--- src/rtl/cpu_control_unit_if.sv ---
// Instruction- and data-memory handshake bundle for cpu_control_unit.
// The control unit is the master (it raises the requests); the memories
// are slaves (they answer with acknowledges and fetch data).
interface cpu_control_unit_if;
    logic       imem_req;
    logic [7:0] imem_addr;
    logic       imem_ack;
    logic [7:0] imem_rdata;
    logic       dmem_req;
    logic       dmem_we;
    logic       dmem_ack;

    modport master (
        output imem_req, imem_addr, dmem_req, dmem_we,
        input  imem_ack, imem_rdata, dmem_ack
    );

    modport slave (
        input  imem_req, imem_addr, dmem_req, dmem_we,
        output imem_ack, imem_rdata, dmem_ack
    );
endinterface

--- src/rtl/cpu_control_unit.sv ---
// cpu_control_unit: multi-cycle sequencer for the 8-bit pseudo-processor.
// Owns the PC and walks FETCH -> DECODE -> EXEC -> (MEM) -> WB, issuing the
// datapath strobes. Decoder fields (opcode/rd/rs/imm2/imm4) come from an
// external registered decoder fed by ir; they settle at EXEC entry and stay
// stable until the next instruction is decoded.
// Optional feature: define CTRL_TIMEOUT_EN to abort a request that waits
// ACK_TIMEOUT cycles for its acknowledge, entering the sticky FAULT state.
module cpu_control_unit #(
    parameter logic [7:0] RESET_PC    = 8'h00,
    parameter int         ACK_TIMEOUT = 15
) (
    input  logic                clk,
    input  logic                rst_n,
    cpu_control_unit_if.master  bus,
    output logic [7:0]          ir,
    input  logic [3:0]          opcode,
    input  logic [1:0]          rd,
    input  logic [1:0]          rs,
    input  logic [1:0]          imm2,
    input  logic [3:0]          imm4,
    input  logic                zero_flag,
    output logic [1:0]          rf_raddr_a,
    output logic [1:0]          rf_raddr_b,
    output logic                rf_we,
    output logic [1:0]          rf_waddr,
    output logic [1:0]          wb_sel,
    output logic [3:0]          alu_op,
    output logic                alu_src_imm,
    output logic                flags_we,
    output logic [7:0]          pc,
    output logic                halted,
    output logic                fault
);

`ifdef CTRL_TIMEOUT_EN
    localparam logic TIMEOUT_EN = 1'b1;
`else
    localparam logic TIMEOUT_EN = 1'b0;
`endif

    localparam logic [7:0] TIMEOUT_LAST = 8'(ACK_TIMEOUT - 1);

    localparam logic [3:0] OP_JMP  = 4'h0;
    localparam logic [3:0] OP_JZ   = 4'h1;
    localparam logic [3:0] OP_LDI  = 4'h2;
    localparam logic [3:0] OP_MOV  = 4'h3;
    localparam logic [3:0] OP_ADD  = 4'h4;
    localparam logic [3:0] OP_SUB  = 4'h5;
    localparam logic [3:0] OP_AND  = 4'h6;
    localparam logic [3:0] OP_OR   = 4'h7;
    localparam logic [3:0] OP_XOR  = 4'h8;
    localparam logic [3:0] OP_ADDI = 4'h9;
    localparam logic [3:0] OP_CMP  = 4'hA;
    localparam logic [3:0] OP_SHL  = 4'hB;
    localparam logic [3:0] OP_SHR  = 4'hC;
    localparam logic [3:0] OP_LD   = 4'hD;
    localparam logic [3:0] OP_ST   = 4'hE;
    localparam logic [3:0] OP_HALT = 4'hF;

    typedef enum logic [2:0] {
        ST_FETCH  = 3'd0,
        ST_DECODE = 3'd1,
        ST_EXEC   = 3'd2,
        ST_MEM    = 3'd3,
        ST_WB     = 3'd4,
        ST_HALT   = 3'd5,
        ST_FAULT  = 3'd6
    } state_t;

    state_t     state_r;
    state_t     next_state_s;
    logic [7:0] pc_r;
    logic [7:0] pc_next_s;
    logic [7:0] ir_r;
    logic [7:0] wait_cnt_r;
    logic       imem_req_r;
    logic       dmem_req_r;
    logic       dmem_we_r;
    logic       rf_we_r;
    logic [1:0] rf_waddr_r;
    logic [1:0] wb_sel_r;
    logic       halted_r;
    logic       fault_r;

    logic       fetch_done_s;
    logic       mem_done_s;
    logic       wait_active_s;
    logic       timeout_hit_s;
    logic [7:0] pc_inc_s;
    logic [7:0] pc_rel_s;
    logic [1:0] wb_sel_s;

    assign fetch_done_s  = (state_r == ST_FETCH) && imem_req_r && bus.imem_ack;
    assign mem_done_s    = (state_r == ST_MEM) && dmem_req_r && bus.dmem_ack;
    assign wait_active_s = ((state_r == ST_FETCH) && imem_req_r) ||
                           ((state_r == ST_MEM) && dmem_req_r);
    assign timeout_hit_s = TIMEOUT_EN && wait_active_s && !fetch_done_s &&
                           !mem_done_s && (wait_cnt_r == TIMEOUT_LAST);
    assign pc_inc_s      = pc_r + 8'd1;
    assign pc_rel_s      = pc_r + {{4{imm4[3]}}, imm4};

    // Next-state and next-PC selection for the instruction sequencer.
    always_comb begin
        next_state_s = state_r;
        pc_next_s    = pc_r;
        case (state_r)
            ST_FETCH: begin
                if (fetch_done_s) begin
                    next_state_s = ST_DECODE;
                end else if (timeout_hit_s) begin
                    next_state_s = ST_FAULT;
                end else begin
                    next_state_s = ST_FETCH;
                end
            end
            ST_DECODE: begin
                next_state_s = ST_EXEC;
            end
            ST_EXEC: begin
                case (opcode)
                    OP_JMP: begin
                        next_state_s = ST_FETCH;
                        pc_next_s    = pc_rel_s;
                    end
                    OP_JZ: begin
                        next_state_s = ST_FETCH;
                        if (zero_flag) begin
                            pc_next_s = pc_rel_s;
                        end else begin
                            pc_next_s = pc_inc_s;
                        end
                    end
                    OP_CMP: begin
                        next_state_s = ST_FETCH;
                        pc_next_s    = pc_inc_s;
                    end
                    OP_HALT: next_state_s = ST_HALT;
                    OP_LD:   next_state_s = ST_MEM;
                    OP_ST:   next_state_s = ST_MEM;
                    default: next_state_s = ST_WB;
                endcase
            end
            ST_MEM: begin
                if (mem_done_s) begin
                    if (opcode == OP_ST) begin
                        next_state_s = ST_FETCH;
                        pc_next_s    = pc_inc_s;
                    end else begin
                        next_state_s = ST_WB;
                    end
                end else if (timeout_hit_s) begin
                    next_state_s = ST_FAULT;
                end else begin
                    next_state_s = ST_MEM;
                end
            end
            ST_WB: begin
                next_state_s = ST_FETCH;
                pc_next_s    = pc_inc_s;
            end
            ST_HALT:  next_state_s = ST_HALT;
            ST_FAULT: next_state_s = ST_FAULT;
            default:  next_state_s = ST_FETCH;
        endcase
    end

    // Write-back source for the instruction currently in flight.
    always_comb begin
        wb_sel_s = 2'd0;
        case (opcode)
            OP_LDI:  wb_sel_s = 2'd1;
            OP_LD:   wb_sel_s = 2'd2;
            OP_MOV:  wb_sel_s = 2'd3;
            default: wb_sel_s = 2'd0;
        endcase
    end

    // EXEC-phase controls decode straight from the state register and the
    // decoder fields, because those fields only become valid on EXEC entry.
    always_comb begin
        alu_op      = 4'd0;
        alu_src_imm = 1'b0;
        flags_we    = 1'b0;
        if (state_r == ST_EXEC) begin
            alu_op = opcode;
            case (opcode)
                OP_ADD, OP_SUB, OP_AND, OP_OR, OP_XOR, OP_CMP: flags_we = 1'b1;
                OP_ADDI, OP_SHL, OP_SHR: begin
                    flags_we    = 1'b1;
                    alu_src_imm = 1'b1;
                end
                default: flags_we = 1'b0;
            endcase
        end else begin
            alu_op = 4'd0;
        end
    end

    // Register read ports follow the decoded instruction outside FETCH.
    always_comb begin
        rf_raddr_a = 2'd0;
        rf_raddr_b = 2'd0;
        if ((state_r != ST_FETCH) && (state_r != ST_HALT) && (state_r != ST_FAULT)) begin
            rf_raddr_a = rd;
            if ((opcode == OP_LD) || (opcode == OP_ST)) begin
                rf_raddr_b = imm2;
            end else begin
                rf_raddr_b = rs;
            end
        end else begin
            rf_raddr_a = 2'd0;
        end
    end

    // State, PC, instruction register and acknowledge-wait counter.
    always_ff @(posedge clk or negedge rst_n) begin
        if (!rst_n) begin
            state_r    <= ST_FETCH;
            pc_r       <= RESET_PC;
            ir_r       <= 8'h00;
            wait_cnt_r <= 8'd0;
        end else begin
            state_r <= next_state_s;
            pc_r    <= pc_next_s;
            if (fetch_done_s) begin
                ir_r <= bus.imem_rdata;
            end
            if (wait_active_s && !fetch_done_s && !mem_done_s) begin
                wait_cnt_r <= wait_cnt_r + 8'd1;
            end else begin
                wait_cnt_r <= 8'd0;
            end
        end
    end

    // Handshake and write-back strobes are registered from the next state so
    // they line up with the state they belong to and drop on reset at once.
    always_ff @(posedge clk or negedge rst_n) begin
        if (!rst_n) begin
            imem_req_r <= 1'b0;
            dmem_req_r <= 1'b0;
            dmem_we_r  <= 1'b0;
            rf_we_r    <= 1'b0;
            rf_waddr_r <= 2'd0;
            wb_sel_r   <= 2'd0;
            halted_r   <= 1'b0;
            fault_r    <= 1'b0;
        end else begin
            imem_req_r <= (next_state_s == ST_FETCH);
            dmem_req_r <= (next_state_s == ST_MEM);
            dmem_we_r  <= (next_state_s == ST_MEM) && (opcode == OP_ST);
            rf_we_r    <= (next_state_s == ST_WB);
            rf_waddr_r <= (next_state_s == ST_WB) ? rd : 2'd0;
            wb_sel_r   <= (next_state_s == ST_WB) ? wb_sel_s : 2'd0;
            halted_r   <= (next_state_s == ST_HALT);
            fault_r    <= (next_state_s == ST_FAULT);
        end
    end

    assign bus.imem_req  = imem_req_r;
    assign bus.imem_addr = pc_r;
    assign bus.dmem_req  = dmem_req_r;
    assign bus.dmem_we   = dmem_we_r;
    assign ir            = ir_r;
    assign pc            = pc_r;
    assign rf_we         = rf_we_r;
    assign rf_waddr      = rf_waddr_r;
    assign wb_sel        = wb_sel_r;
    assign halted        = halted_r;
    assign fault         = fault_r;

endmodule

--- src/flat_wrapper.sv ---
// flat-port wrapper written by rule: the top's interface ports become plain ports
module cpu_control_unit_flat 
#(
    parameter logic [7:0] RESET_PC    = 8'h00,
    parameter int         ACK_TIMEOUT = 15
)
  (clk, rst_n, ir, opcode, rd, rs, imm2, imm4, zero_flag, rf_raddr_a, rf_raddr_b, rf_we, rf_waddr, wb_sel, alu_op, alu_src_imm, flags_we, pc, halted, fault, bus_imem_req, bus_imem_addr, bus_dmem_req, bus_dmem_we, bus_imem_ack, bus_imem_rdata, bus_dmem_ack);
  cpu_control_unit_if bus_i ();
  input  logic clk;
  input  logic rst_n;
  output logic [7:0] ir;
  input  logic [3:0] opcode;
  input  logic [1:0] rd;
  input  logic [1:0] rs;
  input  logic [1:0] imm2;
  input  logic [3:0] imm4;
  input  logic zero_flag;
  output logic [1:0] rf_raddr_a;
  output logic [1:0] rf_raddr_b;
  output logic rf_we;
  output logic [1:0] rf_waddr;
  output logic [1:0] wb_sel;
  output logic [3:0] alu_op;
  output logic alu_src_imm;
  output logic flags_we;
  output logic [7:0] pc;
  output logic halted;
  output logic fault;
  output wire logic [$bits(bus_i.imem_req)-1:0] bus_imem_req;
  output wire logic [$bits(bus_i.imem_addr)-1:0] bus_imem_addr;
  output wire logic [$bits(bus_i.dmem_req)-1:0] bus_dmem_req;
  output wire logic [$bits(bus_i.dmem_we)-1:0] bus_dmem_we;
  input wire logic [$bits(bus_i.imem_ack)-1:0] bus_imem_ack;
  input wire logic [$bits(bus_i.imem_rdata)-1:0] bus_imem_rdata;
  input wire logic [$bits(bus_i.dmem_ack)-1:0] bus_dmem_ack;
  assign bus_imem_req = bus_i.imem_req;
  assign bus_imem_addr = bus_i.imem_addr;
  assign bus_dmem_req = bus_i.dmem_req;
  assign bus_dmem_we = bus_i.dmem_we;
  assign bus_i.imem_ack = bus_imem_ack;
  assign bus_i.imem_rdata = bus_imem_rdata;
  assign bus_i.dmem_ack = bus_dmem_ack;
  cpu_control_unit #(.RESET_PC(RESET_PC), .ACK_TIMEOUT(ACK_TIMEOUT)) u_core (.clk(clk), .rst_n(rst_n), .bus(bus_i), .ir(ir), .opcode(opcode), .rd(rd), .rs(rs), .imm2(imm2), .imm4(imm4), .zero_flag(zero_flag), .rf_raddr_a(rf_raddr_a), .rf_raddr_b(rf_raddr_b), .rf_we(rf_we), .rf_waddr(rf_waddr), .wb_sel(wb_sel), .alu_op(alu_op), .alu_src_imm(alu_src_imm), .flags_we(flags_we), .pc(pc), .halted(halted), .fault(fault));
endmodule
--- config.mk ---
export PLATFORM = sky130hd
export DESIGN_NAME = cpu_control_unit_flat
export DESIGN_NICKNAME = d
export VERILOG_FILES = /design/src/rtl/cpu_control_unit_if.sv /design/src/rtl/cpu_control_unit.sv /design/src/flat_wrapper.sv
export SDC_FILE = /design/constraint.sdc
export NUM_CORES = 1
export LEC_CHECK = 0
export BUFFER_PORTS_ARGS = -buffer_cell sky130_fd_sc_hd__clkbuf_2
export CAP_MARGIN = 20
export CORE_UTILIZATION = 50
export DETAILED_ROUTE_END_ITERATION = 8
export GPL_TIMING_DRIVEN = 0
export PLACE_DENSITY_LB_ADDON = 0.15
export SYNTH_ARGS = -nofsm -noshare
export SYNTH_HDL_FRONTEND = slang
export SYNTH_SLANG_ARGS = --single-unit
--- constraint.sdc ---
create_clock -name clk -period 3 [get_ports clk]
set_input_delay 0.6 -clock clk [delete_from_list [all_inputs] [get_ports clk]]
set_output_delay 0.6 -clock clk [all_outputs]
set_load 0.02 [all_outputs]
==> summary.log, run 1 <==
[status] run status completed
[yosys] sequential share of the synthesized area 36.8%
[detailed_routing] routed length per placed instance 12.7 um
[critical_path] Bufs and invs on worst path 3
[yosys] synthesis-stage register bit count 29
[detailed_routing] number of violations reported at the end of detailed-routing iteration 0 109
[layout] post-layout instance area 2500 um^2
[clocking] total clock buffers created by CTS 5
[critical_path] crit end category output port
[timing] setup tns final 0 ps
[detailed_routing] Routed Wire Length 4.20 mm
[critical_path] worst reg2reg endpoint u_core.bus.imem_addr[7]
[critical_path] Crit Path Max Fanout 10
[critical_path] critical path arrival 1790 ps
[timing] number of max-slew violations in the final report 0
[global_routing] grt total ovfl 0
[yosys] EDFF count, synth 0
[power_and_ir_drop] power consumption 2.55 mW
[layout] final core utilization 67.3%
[yosys] cell taking the most area after synthesis sky130_fd_sc_hd__dfrtp_1
[yosys] largest cells by area after synthesis sky130_fd_sc_hd__dfrtp_1 37%, sky130_fd_sc_hd__mux2_2 5.1%, sky130_fd_sc_hd__ha_1 5.1%
[detailed_routing] number of remaining DRC errors 0
[critical_path] cell repeated most along the worst path sky130_fd_sc_hd__clkbuf_2
[critical_path] logic depth of the worst setup path including buffers 7
[detailed_routing] length of the first detailed-routing pass in iterations 4
[floorplan] Placement Rows 22
[layout] ant diodes 0
[critical_path] kind of critical path input port to output port
[clocking] post-cts hold buffer count 0
[critical_path] cell-by-cell listing of the critical path clkbuf_2 -> buf_4 -> xor2_1 -> nor2b_1 -> mux2i_1 -> nor2_1 -> clkbuf_2
[timing] f_max 419 MHz
[global_routing] number of global-route vias before repair 1529
[critical_path] required time of the worst setup path 2400 ps
[floorplan] die span in y 64.8 um
[timing] unrepaired setup endpoints after global routing no
[yosys] Synth top cells by count 29 x sky130_fd_sc_hd__dfrtp_1, 13 x sky130_fd_sc_hd__nand2_1, 12 x sky130_fd_sc_hd__nor2_1, 10 x sky130_fd_sc_hd__o21ai_0
[critical_path] family of cells with the greatest summed delay on the critical path buffers and inverters
[floorplan] boundary pin count 71
[global_routing] all-layer global routing usage 21.0%
[timing] minimum period implied by the final worst setup slack 2390 ps
[yosys] syn_nets 242
[layout] P&R area growth vs syn 26.6%
[critical_path] launch point of the worst reg-to-reg path u_core.bus.imem_addr[4]
[timing] slew of the pin with the lowest slew margin 768 ps
[placement] post-placement worst setup slack 437 ps
[clocking] Post CTS Setup Buffer Count 0
[critical_path] cell at the slowest stage of the critical path sky130_fd_sc_hd__nor2b_1
[power_and_ir_drop] Leakage 1.29 nW
[floorplan] initial core utilization 53.1%
[timing] worst slack on hold paths 360 ps
[critical_path] worst stage delay on the critical path 310 ps
[clocking] Clock transition at path regs 60 ps
[clocking] root cell of the clock tree sky130_fd_sc_hd__clkbuf_8
[timing] final worst-path setup slack 611 ps
[placement] HPWL after DPL 3.17 mm
[placement] final weighted congestion in routability-driven placement 0.793
[power_and_ir_drop] power density normalized to cell area 1020 nW/um^2
[power_and_ir_drop] Worst IR Drop VDD 0.363 mV
[timing] number of setup violations in the final report 0
[yosys] instance count of the mapped netlist 206
[timing] final clock period utilization by the worst path 79.6%
[clocking] CTS max path bufs 2
[critical_path] R2R cell count 6
[clocking] TritonCTS Sinks 29
[global_routing] initial antenna violation count 0
[timing] Final Hold Viols 0
[clocking] total of cells resized after clock tree synthesis 0
[layout] final layout net count 318
[critical_path] R2R setup slack 680 ps
[layout] share of final-layout standard cells stronger than drive strength 1 39.6%
[yosys] synth unique cells 54
[detailed_routing] routed via count 1810
[clocking] clock insertion delay at the later pin of the skew report 280 ps
[timing] Layout Skew 2.86 ps
[floorplan] CORE AREA 3720 um^2
[layout] fillers 314
[clocking] CTS tree yes
[timing] worst-case headroom to the max-slew limit 48.4%
[placement] standard cell area after detailed placement 2380 um^2
[yosys] average instance area after synthesis 9.58 um^2
[floorplan] die area 4200 um^2
[detailed_routing] remaining antenna violation count after routing 0
[critical_path] startpoint class of the critical path input port
[yosys] Synth Warn # 0
[hold_path] Min-Delay Path Class input port to async pin
[yosys] share of flip-flops with an asynchronous set or reset 100%
[global_routing] global-route wire length before repair 6.82 mm
[layout] post-layout instance count excluding filler cells 331
[floorplan] horizontal die dimension 64.8 um
[yosys] main flop type after synthesis sky130_fd_sc_hd__dfrtp_1
[yosys] Syn Std Cell Area 1970 um^2
[detailed_routing] vias per std cell 5.47
[clocking] # H-tree levels 2
[yosys] most frequent cell after synthesis sky130_fd_sc_hd__dfrtp_1
[placement] port buffer count 69
[global_routing] maximum number of pins on one net before global-route repair 30
[run] number of max-capacitance violations reported 0
[critical_path] worst setup path startpoint opcode[1]
[placement] DP Cell Count 323
[yosys] portion of synthesized cell area occupied by the leading cell type 36.8%
[worst max-delay path by stage]
stage | endpoint | slack (ps)
after floorplan | u_core.bus.imem_addr[7] | 710
after CTS | rf_raddr_b[1] | 590
after global routing | rf_raddr_b[1] | 460
after detailed placement | u_core.bus.imem_addr[7] | 440
after global placement | u_core.bus.imem_addr[7] | 440
final | rf_raddr_b[1] | 610
[placed cells by master (no fill, tap or decap), types with 3 or more instances in the layout]
master	n
sky130_fd_sc_hd__and2_1	6
sky130_fd_sc_hd__a21oi_1	9
sky130_fd_sc_hd__and3_1	8
sky130_fd_sc_hd__clkbuf_2	69
sky130_fd_sc_hd__buf_4	9
sky130_fd_sc_hd__o21ai_0	10
sky130_fd_sc_hd__mux2i_1	7
sky130_fd_sc_hd__clkbuf_8	6
sky130_fd_sc_hd__or3_1	3
sky130_fd_sc_hd__xnor2_1	4
sky130_fd_sc_hd__a31oi_1	3
sky130_fd_sc_hd__a21o_1	3
sky130_fd_sc_hd__xor2_1	3
sky130_fd_sc_hd__inv_1	7
sky130_fd_sc_hd__nand3_1	6
sky130_fd_sc_hd__dfrtp_1	29
sky130_fd_sc_hd__mux2_2	9
sky130_fd_sc_hd__nor3_1	4
sky130_fd_sc_hd__nor2b_1	3
sky130_fd_sc_hd__ha_1	8
sky130_fd_sc_hd__buf_2	6
sky130_fd_sc_hd__o211ai_1	3
sky130_fd_sc_hd__nor2_1	12
sky130_fd_sc_hd__nand2_1	13
[sequential cells by signal, summed over array words and instances, names as in the netlist]
register and flops:
u_core.ir 8, u_core.rf_we 1, u_core.rf_waddr 2, u_core.bus.dmem_we 1
u_core.bus.dmem_req 1, u_core.bus.imem_addr 8, u_core.fault 1, u_core.halted 1
u_core.state_r 3, u_core.bus.imem_req 1, u_core.wb_sel 2
[layer usage]
metal	vias to the layer above	GRT usage, %	part of all wire, %
met2	55	31.9	45
li1	905	-	-
met3	5	4.40	5.9
met5	-	0	0
met1	845	29.3	49
met4	0	7.50	0.81
[final cells by class]
| cell class | instances | area [um^2] | area share, % |
|---|---|---|---|
| Buffer | 16 | 109 | 4.35 |
| Clock buffer | 6 | 82.6 | 3.30 |
| Clock inverter | 2 | 37.5 | 1.50 |
| Inverter | 7 | 26.3 | 1.05 |
| Multi-Input combinational cell | 154 | 1110 | 44.5 |
| Sequential cell | 29 | 726 | 29.0 |
| Tap cell | 48 | 60.1 | 2.40 |
| Timing Repair Buffer | 69 | 345 | 13.8 |
[power by group]
part           switching (mW)  internal, mW
registers               0.136         0.538
clock network           0.152         0.270
logic                   0.835         0.621
total                    1.12          1.43
[worst register-to-register path, cell delays in order, from the launching register on]
cell and delay (ps):
sky130_fd_sc_hd__dfrtp_1 470, sky130_fd_sc_hd__ha_1 400, sky130_fd_sc_hd__and3_1 210, sky130_fd_sc_hd__a22o_1 260, sky130_fd_sc_hd__mux2i_1 140, sky130_fd_sc_hd__and4_4 200
sky130_fd_sc_hd__or4_1 520
[logic make-up (layout without fill, tap and decap cells)]
logic type	Yosys count	in the layout	synth area share, %
adder cells (fa/ha/maj)	9	9	6.08
XOR/XNOR	7	7	3.11
flip-flops	29	29	36.8
buffers and inverters	23	100	6.84
AO/OA/AOI/OAI	46	46	16.5
AND/OR/NAND/NOR	76	76	22.1
multiplexers	16	16	8.68
Note: power is estimated with default switching activity, not from simulation.
==> run 2: changes to the inputs <==
--- a/config.mk
+++ b/config.mk
@@ -7,7 +7,7 @@
 export LEC_CHECK = 0
 export BUFFER_PORTS_ARGS = -buffer_cell sky130_fd_sc_hd__clkbuf_2
 export CAP_MARGIN = 20
-export CORE_UTILIZATION = 50
+export CORE_UTILIZATION = 45
 export DETAILED_ROUTE_END_ITERATION = 8
 export GPL_TIMING_DRIVEN = 0
 export PLACE_DENSITY_LB_ADDON = 0.15
==> constraint.sdc (replaced) <==
create_clock -name clk -period 2.1 [get_ports clk]
set_input_delay 0.42 -clock clk [delete_from_list [all_inputs] [get_ports clk]]
set_output_delay 0.42 -clock clk [all_outputs]
set_load 0.02 [all_outputs]
==> summary.log, run 2 (synthesis gave the netlist of run 1 again) <==
[power_and_ir_drop] Leakage 1.33 nW [+3.8%]
[critical_path] startpoint class of the critical path flop
[hold_path] Min-Delay Path Class input port to async pin
[layout] final core utilization 65.9% [-1.4 points]
[global_routing] number of global-route vias before repair 1533 [+0.26%]
[detailed_routing] number of remaining DRC errors 0 [unchanged]
[detailed_routing] Detail Route met3 WL 214 um [-14%]
[global_routing] maximum number of pins on one net before global-route repair 30 [unchanged]
[global_routing] initial antenna violation count 0 [unchanged]
[clocking] # H-tree levels 2 [unchanged]
[layout] FF/Latch Area 733 um^2 [+1.0%]
[detailed_routing] vias per std cell 5.31 [-2.8%]
[detailed_routing] number of violations reported at the end of detailed-routing iteration 0 86 [-21%]
[layout] final layout net count 326 [+2.5%]
[clocking] clock insertion delay at the later pin of the skew report 270 ps [about the same]
[critical_path] cell at the slowest stage of the critical path sky130_fd_sc_hd__or4_4
[critical_path] critical path arrival 2250 ps [+460 ps]
[layout] top library cells by usage in the layout, fill and taps aside 69 x sky130_fd_sc_hd__clkbuf_2, 23 x sky130_fd_sc_hd__dfrtp_1, 18 x sky130_fd_sc_hd__buf_4, 13 x sky130_fd_sc_hd__nand2_1, 12 x sky130_fd_sc_hd__nor2_1
[placement] HPWL after DPL 3.17 mm [about the same]
[placement] port buffer count 69 [unchanged]
[timing] f_max 474 MHz
[layout] multi-input logic area 1290 um^2 [+16%]
[floorplan] die area 4660 um^2 [+11%]
[global_routing] all-layer global routing usage 19.3% [-1.7 points]
[status] violations in the final reports negative setup slack
[clocking] post-cts hold buffer count 0 [unchanged]
[placement] post-placement worst setup slack -287 ps [-724 ps]
[critical_path] required time of the worst setup path 2240 ps [-160 ps]
[layout] share of final-layout standard cells stronger than drive strength 1 49.5% [+9.9 points]
[clocking] CTS max path bufs 2 [unchanged]
[critical_path] kind of critical path flop to flop
[global_routing] grt total ovfl 0 [unchanged]
[layout] fillers 363 [+16%]
[power_and_ir_drop] power consumption 3.85 mW [+51%]
[critical_path] worst setup path startpoint u_core.bus.imem_addr[4]
[detailed_routing] remaining antenna violation count after routing 0 [unchanged]
[clocking] total clock buffers created by CTS 5 [unchanged]
[floorplan] boundary pin count 71 [unchanged]
[timing] minimum period implied by the final worst setup slack 2110 ps
[timing] slew of the pin with the lowest slew margin 725 ps [-43.2 ps]
[timing] unrepaired setup endpoints after global routing yes
[power_and_ir_drop] power density normalized to cell area 1420 nW/um^2 [+39%]
[detailed_routing] length of the first detailed-routing pass in iterations 4 [unchanged]
[detailed_routing] Routed Wire Length 4.44 mm [+5.8%]
[clocking] CTS tree yes
[critical_path] worst stage delay on the critical path 470 ps [+160 ps]
[floorplan] Placement Rows 23 [+4.5%]
[critical_path] Crit Path Max Fanout 6 [-4]
[power_and_ir_drop] Worst IR Drop VDD 0.499 mV [+37%]
[critical_path] crit end category flop
[timing] Final Hold Viols 0 [unchanged]
[detailed_routing] routed via count 1812 [+0.11%]
[floorplan] initial core utilization 48.0% [-5.2 points]
[clocking] TritonCTS Sinks 29 [unchanged]
[layout] ant diodes 0 [unchanged]
[timing] number of max-slew violations in the final report 0 [unchanged]
[timing] worst-case headroom to the max-slew limit 51.7% [+3.3 points]
[global_routing] global-route wire length before repair 6.77 mm [-0.82%]
[timing] Layout Skew 4.67 ps [+1.81 ps]
[status] run status complete, but fails checks
[layout] P&R area growth vs syn 37.4%
[placement] final weighted congestion in routability-driven placement 0.798 [+0.68%]
[layout] most frequent standard cell in the layout excluding fill and tap cells sky130_fd_sc_hd__clkbuf_2
[clocking] root cell of the clock tree sky130_fd_sc_hd__clkbuf_8
[timing] final clock period utilization by the worst path 100%
[critical_path] R2R setup slack -9 ps [-690 ps]
[critical_path] R2R cell count 6 [unchanged]
[run] number of max-capacitance violations reported 0 [unchanged]
[detailed_routing] routed length per placed instance 13.0 um [+2.7%]
[timing] final worst-path setup slack -8.84 ps [-620 ps]
[timing] number of setup violations in the final report 1 [+1]
[clocking] Clock transition at path regs 60 ps [about the same]
[floorplan] horizontal die dimension 68.2 um [+5.2%]
[critical_path] worst reg2reg endpoint u_core.bus.imem_addr[7]
[detailed_routing] Met1 Wirelength 2.17 mm [+6.1%]
[critical_path] launch point of the worst reg-to-reg path u_core.bus.imem_addr[4]
[floorplan] CORE AREA 4120 um^2 [+11%]
[detailed_routing] met2 layer wire length in the routed design 2.05 mm [+9.4%]
[critical_path] crit path to u_core.bus.imem_addr[7]
[critical_path] cell-by-cell listing of the critical path ha_4 -> and3_4 -> a22o_4 -> mux2i_2 -> and4_4 -> or4_4
[floorplan] die span in y 68.2 um [+5.2%]
[timing] worst slack on hold paths 199 ps [-162 ps]
[detailed_routing] Highest Signal Layer met4
[run 2: cell count changes in the layout (fill, tap and decap cells not counted), sizes merged]
cell      before  now
buf           16   23
clkinv         0    2
bufinv         1    0
clkbuf        75   76
clkinvlp       1    0
[run 2: what timing repair did]
item	CTS	global route
setup buffers	0	8
resized for setup	7	19
endpoints found under the setup margin	6	12
cloned	0	0
pin swaps	0	9
[run 2: power breakdown]
part	switching (mW)	internal [mW]
combinational	1.33	1.12
clock	0.199	0.229
sequential	0.189	0.782
total	1.72	2.13
[run 2: worst min path at each step]
stage	cells past startpoint	slack, ps	to
after detailed placement	1	490	u_core.ir[2]
after global placement	1	490	u_core.ir[0]
after floorplan	0	120	u_core.bus.dmem_req
after CTS	1	220	u_core.ir[0]
after global routing	1	250	u_core.ir[0]
final	1	200	u_core.ir[1]
[run 2: worst max-delay path: cells and delay by family, from the launching register on]
| kind | cells | cell delay (ps) |
|---|---|---|
| simple gates | 3 | 830 |
| flops | 1 | 460 |
| mux | 1 | 150 |
| compound gates | 1 | 250 |
| fa+ha+maj | 1 | 280 |
[run 2: area by class of cell]
class	instances	share of cell area, %
sequential	29	27.0
timing repair buffer	77	14.9
inverter	7	0.969
buffer	16	4.20
clock inverter	2	0.369
multi-input combinational	154	47.5
tap	50	2.31
clock buffer	6	2.68
[run 2: per-layer routing]
layer | up-vias | global-route usage (%)
li1 | 908 | -
met1 | 846 | 27.5
met2 | 56 | 30.1
met3 | 2 | 4.00
met4 | 0 | 3.91
met5 | - | 0
[run 2: metrics by stage]
| step | cells | setup TNS (ps) | area, um^2 |
|---|---|---|---|
| floorplan | 206 | 0 | 2030 |
| global placement | 325 | -565 | 2440 |
| detailed placement | 325 | -633 | 2440 |
| CTS | 333 | -73.7 | 2560 |
| global route | 341 | -108 | 2710 |
| finish | 341 | -8.84 | 2710 |
==> run 3: changes to the inputs <==
==> constraint.sdc (replaced) <==
create_clock -name clk -period 1.8 [get_ports clk]
set_input_delay 0.36 -clock clk [delete_from_list [all_inputs] [get_ports clk]]
set_output_delay 0.36 -clock clk [all_outputs]
set_load 0.02 [all_outputs]
==> summary.log, run 3 (synthesis gave the netlist of run 1 again) <==
[floorplan] die span in y 68.2 um [unchanged]
[detailed_routing] routed length per placed instance 16.1 um [+23%]
[clocking] total clock buffers created by CTS 5 [unchanged]
[power_and_ir_drop] Internal Power 3.10 mW [+45%]
[timing] Layout Skew 5.90 ps [+1.23 ps]
[global_routing] number of global-route vias before repair 1826 [+19%]
[power_and_ir_drop] Leakage 1.53 nW [+15%]
[detailed_routing] number of remaining DRC errors 0 [unchanged]
[placement] port buffer count 69 [unchanged]
[timing] worst-case headroom to the max-slew limit 51.8% [+0.14 points]
[status] run status complete, but fails checks
[detailed_routing] vias per std cell 5.54 [+4.3%]
[clocking] clock insertion delay at the later pin of the skew report 280 ps [about the same]
[critical_path] launch point of the worst reg-to-reg path u_core.state_r[1]
[power_and_ir_drop] logic gate share of total power 70.5% [+6.8 points]
[critical_path] critical path arrival 2270 ps [+20 ps]
[placement] DP Cell Count 325 [unchanged]
[critical_path] crit end category flop
[floorplan] initial core utilization 48.0% [unchanged]
[power_and_ir_drop] power density normalized to cell area 1710 nW/um^2 [+20%]
[timing] final worst-path setup slack -324 ps [-316 ps]
[critical_path] worst stage delay on the critical path 540 ps [+70 ps]
[power_and_ir_drop] share of total power consumed by net switching 43.5% [-1.2 points]
[clocking] CTS tree yes
[critical_path] kind of critical path flop to flop
[detailed_routing] routed via count 2017 [+11%]
[floorplan] boundary pin count 71 [unchanged]
[clocking] Clock transition at path regs 70 ps [about the same]
[clocking] root cell of the clock tree sky130_fd_sc_hd__clkbuf_8
[status] violations in the final reports negative setup slack
[run] number of max-capacitance violations reported 0 [unchanged]
[layout] final layout net count 349 [+7.1%]
[critical_path] worst reg2reg endpoint u_core.bus.imem_addr[7]
[power_and_ir_drop] Net Switching 2.38 mW [+39%]
[layout] share of final-layout standard cells stronger than drive strength 1 60.8% [+11 points]
[placement] HPWL after DPL 3.29 mm [+4.0%]
[hold_path] Min-Delay Path Class input port to async pin
[detailed_routing] remaining antenna violation count after routing 0 [unchanged]
[global_routing] grt total ovfl 0 [unchanged]
[global_routing] initial antenna violation count 0 [unchanged]
[critical_path] startpoint class of the critical path flop
[timing] setup tns final -1600 ps [-1600 ps]
[timing] number of setup violations in the final report 19 [+18]
[critical_path] Crit Path Max Fanout 10 [+4]
[floorplan] CORE AREA 4120 um^2 [unchanged]
[global_routing] maximum number of pins on one net before global-route repair 30 [unchanged]
[timing] final clock period utilization by the worst path 118% [+18 points]
[power_and_ir_drop] Worst IR Drop VDD 0.648 mV [+30%]
[clocking] # H-tree levels 2 [unchanged]
[layout] ant diodes 0 [unchanged]
[critical_path] required time of the worst setup path 1950 ps [-290 ps]
[timing] slew of the pin with the lowest slew margin 723 ps [-2.06 ps]
[timing] f_max 471 MHz [-0.73%]
[global_routing] global-route wire length before repair 8.54 mm [+26%]
[layout] fillers 266 [-27%]
[clocking] CTS max path bufs 2 [unchanged]
[critical_path] cell at the slowest stage of the critical path sky130_fd_sc_hd__or4_1
[critical_path] R2R cell count 6 [unchanged]
[floorplan] Placement Rows 23 [unchanged]
[critical_path] cell-by-cell listing of the critical path buf_4 -> nor2b_1 -> a21o_1 -> nor2_2 -> nor2_1 -> or4_1
[floorplan] die area 4660 um^2 [unchanged]
[clocking] TritonCTS Sinks 29 [unchanged]
[layout] top library cells by usage in the layout, fill and taps aside 59 x sky130_fd_sc_hd__clkbuf_2, 31 x sky130_fd_sc_hd__buf_4, 23 x sky130_fd_sc_hd__dfrtp_1, 15 x sky130_fd_sc_hd__buf_6
[layout] post-layout instance count excluding filler cells 364 [+6.7%]
[critical_path] R2R setup slack -320 ps [-320 ps]
[timing] minimum period implied by the final worst setup slack 2120 ps [+15.6 ps]
[layout] final core utilization 78.0% [+12 points]
[timing] number of max-slew violations in the final report 0 [unchanged]
[detailed_routing] number of violations reported at the end of detailed-routing iteration 0 142 [+65%]
[power_and_ir_drop] Clk pwr share 9.4% [-1.7 points]
[power_and_ir_drop] Sequential Power Share 20.2% [-5.0 points]
[layout] P&R area growth vs syn 62.6%
[detailed_routing] length of the first detailed-routing pass in iterations 4 [unchanged]
[global_routing] all-layer global routing usage 24.9% [+5.6 points]
[timing] unrepaired setup endpoints after global routing yes
[layout] most frequent standard cell in the layout excluding fill and tap cells sky130_fd_sc_hd__clkbuf_2
[placement] final weighted congestion in routability-driven placement 0.802 [+0.46%]
[timing] Final Hold Viols 0 [unchanged]
[floorplan] horizontal die dimension 68.2 um [unchanged]
[detailed_routing] Routed Wire Length 5.85 mm [+32%]
## run 3: what timing repair did
item	in CTS	in global routing
pin swaps	22	21
hold buffers	0	0
gates resized for setup	51	58
endpoints found under the hold margin	0	0
cloned	0	1
buffers inserted	23	7
endpoints found under the setup margin	32	33
## run 3: power groups by stage
stage,combinational [mW],sequential [mW],clock (mW)
global route,4.16,1.14,0.549
floorplan,1.60,1.41,0
finish,3.86,1.11,0.513
global placement,2.50,1.17,0
CTS,3.28,1.10,0.515
detailed placement,2.53,1.18,0
## run 3: worst max path at each step
stage | to | slack (ps) | startpoint | depth (start not counted)
after floorplan | u_core.bus.imem_addr[7] | -230 | u_core.bus.imem_addr[2] | 6
final | u_core.bus.imem_addr[7] | -320 | u_core.state_r[1] | 6
after CTS | u_core.bus.imem_addr[7] | -280 | u_core.bus.imem_addr[3] | 6
after detailed placement | u_core.bus.imem_addr[7] | -550 | opcode[1] | 7
after global placement | u_core.bus.imem_addr[7] | -510 | opcode[1] | 7
after global routing | u_core.bus.imem_addr[7] | -350 | u_core.state_r[1] | 6
## run 3: routing by layer
layer	track usage, %	up-vias	wire, um	share of wire (%)
met5	0	-	0	0
met4	9.64	0	72	1.2
met3	3.00	8	321	5.5
met2	40.6	86	2910	50
met1	33.5	961	2540	43
li1	-	962	-	-
## run 3: layout make-up
| class | count | area (um^2) | share of cell area (%) |
|---|---|---|---|
| plain buffers | 16 | 133 | 4.13 |
| inverters | 7 | 31.3 | 0.974 |
| flip-flops and latches | 29 | 733 | 22.8 |
| clock inverters | 2 | 10.0 | 0.312 |
| multi-input cells | 154 | 1460 | 45.4 |
| well taps | 50 | 62.6 | 1.95 |
| clock buffers | 6 | 72.6 | 2.26 |
| repair buffers | 100 | 712 | 22.2 |
## run 3: metrics by stage
| stage | hold slack (ps) | cell area, um^2 | setup WS [ps] | power [mW] |
|---|---|---|---|---|
| floorplan | 64.4 | 2050 | -233 | 3.01 |
| global placement | 443 | 2460 | -511 | 3.67 |
| detailed placement | 449 | 2460 | -548 | 3.71 |
| CTS | 151 | 2960 | -283 | 4.90 |
| global route | 195 | 3210 | -351 | 5.85 |
| finish | 131 | 3210 | -324 | 5.48 |
## run 3: critical path: cells and delay by family, from the launching register on
family	cells	cell delay, ps
compound gates	1	210
buf+inv	1	190
flops	1	380
simple gates	4	1210
